<file path="config.mk">
export PLATFORM = sky130hd
export DESIGN_NAME = pc_ctrl
export DESIGN_NICKNAME = d
export VERILOG_FILES = /design/src/rtl/pc_ctrl.sv
export SDC_FILE = /design/constraint.sdc
export NUM_CORES = 1
export LEC_CHECK = 0
export CAP_MARGIN = 0
export CORE_ASPECT_RATIO = 1.5
export CORE_UTILIZATION = 30
export DETAILED_ROUTE_END_ITERATION = 12
export GPL_TIMING_DRIVEN = 0
export PLACE_DENSITY_LB_ADDON = 0.05
export SLEW_MARGIN = 20
export SYNTH_ARGS = -nofsm -noshare
export SYNTH_HDL_FRONTEND = slang
export SYNTH_SLANG_ARGS = --single-unit
</file>
<file path="constraint.sdc">
create_clock -name i_clk -period 2.2 [get_ports i_clk]
set_clock_uncertainty 0.2 [all_clocks]
set_input_delay 0.33 -clock i_clk [delete_from_list [all_inputs] [get_ports i_clk]]
set_output_delay 0.33 -clock i_clk [all_outputs]
set_load 0.005 [all_outputs]
</file>
<file path="src/rtl/pc_ctrl.sv">
// Fetch PC / redirect controller: advances the PC, redirects on taken branch or jump,
// and holds o_flush for FLUSH_CYCLES unstalled cycles. Optional: PC_CTRL_MISALIGN_TRAP_EN.
module pc_ctrl #(
  parameter int              XLEN         = 32,
  parameter logic [XLEN-1:0] RESET_PC     = '0,
  parameter int              FLUSH_CYCLES = 2
) (
  input  logic            i_clk,
  input  logic            i_rst,
  input  logic            i_stall,
  input  logic            i_branch,
  input  logic            i_take,
  input  logic            i_jump,
  input  logic [XLEN-1:0] i_target,
  output logic [XLEN-1:0] o_pc,
  output logic            o_flush,
  output logic            o_redirect,
  output logic            o_misalign
);

  typedef enum logic {RUN, FLUSH} state_e;

  localparam logic [2:0] CNT_INIT = 3'(FLUSH_CYCLES - 1);

  state_e          state_q, state_d;
  logic [2:0]      cnt_q, cnt_d;
  logic [XLEN-1:0] pc_q, pc_d;
  logic            redirect_q, redirect_d;
  logic            misalign_q, misalign_d;

  logic            req;
  logic            bad_tgt;
  logic [XLEN-1:0] tgt;
  logic [XLEN-1:0] pc_inc;

  assign req    = (i_branch & i_take) | i_jump;
  assign pc_inc = pc_q + XLEN'(4);
  assign tgt    = i_target & ~XLEN'(3);

`ifdef PC_CTRL_MISALIGN_TRAP_EN
  assign bad_tgt = |i_target[1:0];
`else
  assign bad_tgt = 1'b0;
`endif

  always_comb begin
    state_d    = state_q;
    cnt_d      = cnt_q;
    pc_d       = pc_q;
    redirect_d = 1'b0;
    misalign_d = misalign_q;
    // A latched misalign trap freezes the whole controller until reset.
    if (!misalign_q) begin
      case (state_q)
        RUN: begin
          if (req) begin
            if (bad_tgt) begin
              misalign_d = 1'b1;
            end else begin
              pc_d       = tgt;
              redirect_d = 1'b1;
              state_d    = FLUSH;
              cnt_d      = CNT_INIT;
            end
          end else if (!i_stall) begin
            pc_d = pc_inc;
          end
        end
        FLUSH: begin
          // EX holds a wrong-path instruction here, so req is ignored.
          if (!i_stall) begin
            pc_d = pc_inc;
            if (cnt_q == 3'd0) state_d = RUN;
            else               cnt_d   = cnt_q - 3'd1;
          end
        end
        default: state_d = RUN;
      endcase
    end
  end

  always_ff @(posedge i_clk) begin
    if (i_rst) begin
      state_q    <= RUN;
      cnt_q      <= 3'd0;
      pc_q       <= RESET_PC;
      redirect_q <= 1'b0;
      misalign_q <= 1'b0;
    end else begin
      state_q    <= state_d;
      cnt_q      <= cnt_d;
      pc_q       <= pc_d;
      redirect_q <= redirect_d;
      misalign_q <= misalign_d;
    end
  end

  assign o_pc       = pc_q;
  assign o_flush    = (state_q == FLUSH);
  assign o_redirect = redirect_q;
  assign o_misalign = misalign_q;

endmodule

</file>
Word level (Yosys, flattened, before mapping)
Index checks and enable logic that the tools add are counted.

cells by class
  add/subtract/negate cells = 2
  equality and inequality tests = 3
  multiplexer cells = 12
  bitwise gates (word level) = 4
  reductions and logical operators = 3

operator list
  kind                                               count
  two-way mux 32 bit                                 2
  one-hot mux 32 bit (2 select lines)                1
  adder 32 x 3 -> 32 bit (second input constant)     1
  two-way mux 3 bit                                  3
  inequality test 2 bit (second input constant)      3
  one-hot mux 3 bit (2 select lines)                 1
  two-way mux 1 bit                                  4
  AND reduction 4 bit                                1
  zero test 3 bit                                    1
  OR reduction 3 bit                                 1
  subtractor 3 x 1 -> 3 bit (second input constant)  1
  NOT 1 bit                                          2
  one-hot mux 1 bit (2 select lines)                 1
  bitwise AND 1 bit                                  1
  OR 1 bit                                           1

storage, ports and cells
  flip-flop bits (word level) = 38
  logic and storage cells = 29

Longest topological paths before layout
  depth in word-level cells = 4
  mapped depth = 8
  gate-level depth less buffers = 7

Least setup slack after synthesis
No wires, ideal clock.

  path kind = flip-flop to flip-flop
  from = register pc_q[2], in the netlist o_pc[2]
  to = register pc_q[22], in the netlist o_pc[22]
  library setup time = 0.091 ns
  arrival time = 1.764 ns
  slack = 0.145 ns
  stages on the path, launching flop included = 8
  clock period less this slack = 2.055 ns
  cell sequence = dfxtp_1 ha_1 and4b_1 buf_4 nand2_2 buf_6 or4_1 a311oi_1

on the way
  word-level cells in the longest chain between the ends = 4

ends and longest elaborated chain
  element                                  RTL line  RTL
  from (decl)                              27        logic [XLEN-1:0] pc_q, pc_d;
  from (signal assigned)                   92        pc_q <= pc_d;
  adder 32 x 3 -> 32 bit (*)               37        assign pc_inc = pc_q + XLEN'(4);
  two-way mux 32 bit (*)                   65, 71
  two-way mux 32 bit                       56        if (req) begin
  one-hot mux 32 bit (2 select lines) (*)  54        case (state_q)

Every way passes the cells marked *; elsewhere a longest branch is shown, timed or not.
A chain may end at the register's enable or synchronous reset.

Worst setup path after layout
  from = register pc_q[12], in the netlist o_pc[12]
  to = register pc_q[31], in the netlist o_pc[31]

Same word-level chain as after synthesis.

==> results list <==
- Number of synthesized flops with an enable pin: 0
* Initial antenna violation count: 0
* Syn Inst Count: 247
- In the routed design, unresolved DRC markers number 0.
* CTS tree: done
- The later pin in the worst-skew pair is clocked with a latency of 0.30 ns.
- Comb power frac: between 20% and 30%
- Sorting the synthesized cells by how often they occur yields dfxtp_1 (35), nor2_1 (33), a211oi_1 (15).
* Endpoint of the most critical register-to-register path: o_pc[31]
* Vertical die dimension: 103 µm
* Share of synthesized flip-flops with an asynchronous set or reset: 0%
* Die X-Extent: 69.4 µm
* Post-route fraction of the period consumed by the critical path: around 97%
- Standard-cell rows: 36
- At the pin with the least slew margin, the transition time is 0.713 ns.
- The worst hold path terminates at o_pc[2].
- After floorplanning, the core was sized to cover between 0.006 and 0.007 mm².
* Clock tree root buffer cell: clkbuf_8
- Violation count after the first detailed-routing iteration: 88
* Flip-flop and latch count after synthesis: 35
* Number of vias after detailed routing: roughly 2100
- Drt first pass iters: 4
* Clock Sinks: 35
- Internal power contribution: about 1400 µW
- The startpoint identified for the worst register-to-register timing path is o_pc[12].
- Proportion of power drawn by the clock network: 37.5%
- dfxtp_1 is the most common cell in the netlist.
* Primary FF master, synth: dfxtp_1
* Leakage power total: approximately 0.0010 µW
- Worst-case reg-to-reg path depth: 4
- After detailed routing, the average wire length per cell comes to ~16 µm.
- CTS built an H-tree with a depth of 2.
- met2 is the most crowded layer.
- Number of different library cells in the post-synthesis netlist: 48
- TritonCTS created 5 clock buffers.
* Post-synth design cell area: 0.00205 mm²
- Number of pins with negative max-slew slack in the final report: 0
* Largest net degree at the start of global routing: 13
- Final setup viols: 0
- Largest vdd supply drop: just over 300 µV
- Setup total negative slack: 0 ns
- The worst register-to-register path has a setup slack of 0.07 ns.
- Setup repair after global routing missed its margin: no
- Routability-driven placement finished with a final weighted congestion of around 0.82.
- Minimum hold slack: between 0.15 and 0.2 ns
* # nets final: approximately 360
* Outcome: completed
- After synthesis, flip-flops and latches occupy roughly 34% of the total area.
- The post-route netlist has between 10% and 20% of its cells at a drive strength greater than 1.
- Port-buffer cells: 65
* Via count normalized by instance count: around 5.4
- Kind of start point of the critical path: flop
- Sequential share of power: between 40% and 50%
- During I/O placement, the number of pins put on the boundary was 73.
* Wire length of the first global-routing pass: 10300 µm
* Maximum clock frequency: roughly 0.47 GHz
- Across the run, the number of max-cap violations was 0.
- Critical path data arrival time: between 2 and 2.5 ns
- Highest fanout seen on the critical path: 5
* Routed wire length: 6370 µm
* Synth area leaders: dfxtp_1 (34%), nor2_1 (6.1%), a211oi_1 (5.5%)
- Of the total power, the share spent switching nets is 27.3%.
- Worst min path class: primary input to flop
- For met3 alone, demand over resource in global routing was under 10%.
* Syn avg cell area: approximately 8.3 µm²
- Sort of element at the end of the critical path: flop
* Clk buf depth: 2
- Global-route track usage on met2: approximately a third
- STA puts the critical path data required time at roughly 2.2 ns.
- Most area-hungry cell type in the Yosys netlist: dfxtp_1
* Initial core utilization: between 30% and 40%
- Total number of yosys warnings: 0
- Post-DRT Antenna Nets: 0
* Switching power total: about 520 µW
- Number of cells on the worst hold path: 4
- The number of antenna diodes in the final layout is 0.
* Startpoint-to-endpoint class of the critical path: flop to flop
* Hold Violations, Final: 0
* Final critical delay including setup and external delays: approximately 2.1 ns
- Across every metal layer, demand over resource in global routing totals between 10% and 20%.
- Die Footprint: ~0.0072 mm²
* Fraction of synthesized cell area taken by the top area cell type: roughly 34%
* Filler cell count: 662
- Tightest slew margin relative to the limit: between 50% and 60%
- Reg clk slew, reported paths: around 0.08 ns
- The via count of the first global-routing pass came to 2040.
- Power spread over the standard cell area amounts to between 600 and 700 mW/mm².
* Signed area change from the synthesized netlist to the final layout: 46.9%
* Sum of overflow across all layers after global routing: 0
* Post-DP HPWL: between 4000 and 5000 µm
- The startpoint identified for the worst hold timing path is i_stall.
* Total design power: between 1500 and 2000 µW
* Global Route met1 Usage: a little over a fifth
==> cells in the final DEF, fill, tap and decap left out, drive strengths merged, types with 2 or more instances in the layout <==
cell	count
clkdlybuf4s50	65
bufinv	2
nand2	10
or4	9
a21oi	3
nand4b	2
nor4	8
or3	6
inv	10
and4	5
nor2	33
a31oi	3
nand4	12
buf	16
xnor2	6
nor3	4
nand3	13
ha	3
clkbuf	13
a311oi	10
xor2	6
dfxtp	35
a211oi	15
or2	2
o2111ai	2
and4b	2
o21ai	6
o31ai	7
conb	3
==> cells by family (layout without fill, tap and decap cells) <==
group           after synthesis  count (layout)  share of synthesized area [%]
buf+inv                      32             107                           8.13
fa+ha+maj                     3               3                           1.83
mux                           1               1                          0.489
xor+xnor                     12              12                           5.13
flops                        35              35                           34.2
compound gates               51              51                           18.5
simple gates                112             112                           31.5
other cells                   1               3                          0.183
==> power groups by stage <==
stage                     combinational [µW]  clock, µW  sequential, µW
after floorplan                          175          0             782
after global placement                   398          0             798
after detailed placement                 399          0             800
after CTS                                404        730             786
after global routing                     453        759             801
final                                    409        719             789
==> per-layer routing <==
metal	vias to the layer above	wire (µm)	part of all wire, %
met2	48	3270	51
li1	1084	-	-
met4	0	35	0.55
met3	2	218	3.4
met1	1015	2840	45
met5	-	0	0
==> critical path, stage by stage, from the launching register on <==
cell and delay, ns:
dfxtp_1 0.43, nand3_1 0.20, or4_4 0.62, or4_1 0.53
nand3_1 0.09
==> registers in the layout, indices dropped and copies added (netlist names) <==
register,count
cnt_q,3
o_redirect,1
o_pc,30
o_flush,1
==> how the worst max path moves through the flow <==
stage | from | slack (ns) | to | cells past startpoint
6_report | o_pc[12] | 0.07 | o_pc[31] | 4
5_1_grt | o_pc[17] | 0.003 | o_pc[22] | 5
4_1_cts | o_pc[10] | 0.005 | o_pc[31] | 4
3_5_place_dp | i_branch | -0.50 | o_pc[2] | 8
3_3_place_gp | i_branch | -0.49 | o_pc[26] | 8
2_1_floorplan | o_pc[2] | 0.15 | o_pc[22] | 7
==> what timing repair did <==
action | in CTS | in global routing
pin swaps | 0 | 2
setup endpoints to repair | 29 | 30
resized for setup | 7 | 16
setup buffers | 0 | 2
hold endpoints to repair | 0 | 0
hold buffers | 0 | 0
==> through the flow <==
step	utilization [%]	setup WS, ns	std cells	cell area, µm²
2_1_floorplan	-	0.145	249	2050
3_3_place_gp	42.9	-0.490	390	2800
3_5_place_dp	42.9	-0.499	390	2800
4_1_cts	45.1	0.00466	398	2950
5_1_grt	46.1	0.00297	400	3010
6_report	46.1	0.0722	400	3010
==> final cells by class <==
| cell class | count | area, µm² | area share [%] |
|---|---|---|---|
| Clock inverter | 3 | 67.6 | 2.25 |
| Timing Repair Buffer | 67 | 666 | 22.1 |
| Sequential cell | 35 | 716 | 23.8 |
| Tap cell | 76 | 95.1 | 3.16 |
| Buffer | 22 | 143 | 4.74 |
| Multi-Input combinational cell | 182 | 1210 | 40.4 |
| Clock buffer | 5 | 68.8 | 2.29 |
| Inverter | 10 | 37.5 | 1.25 |
Note: power is estimated with default switching activity, not from simulation.
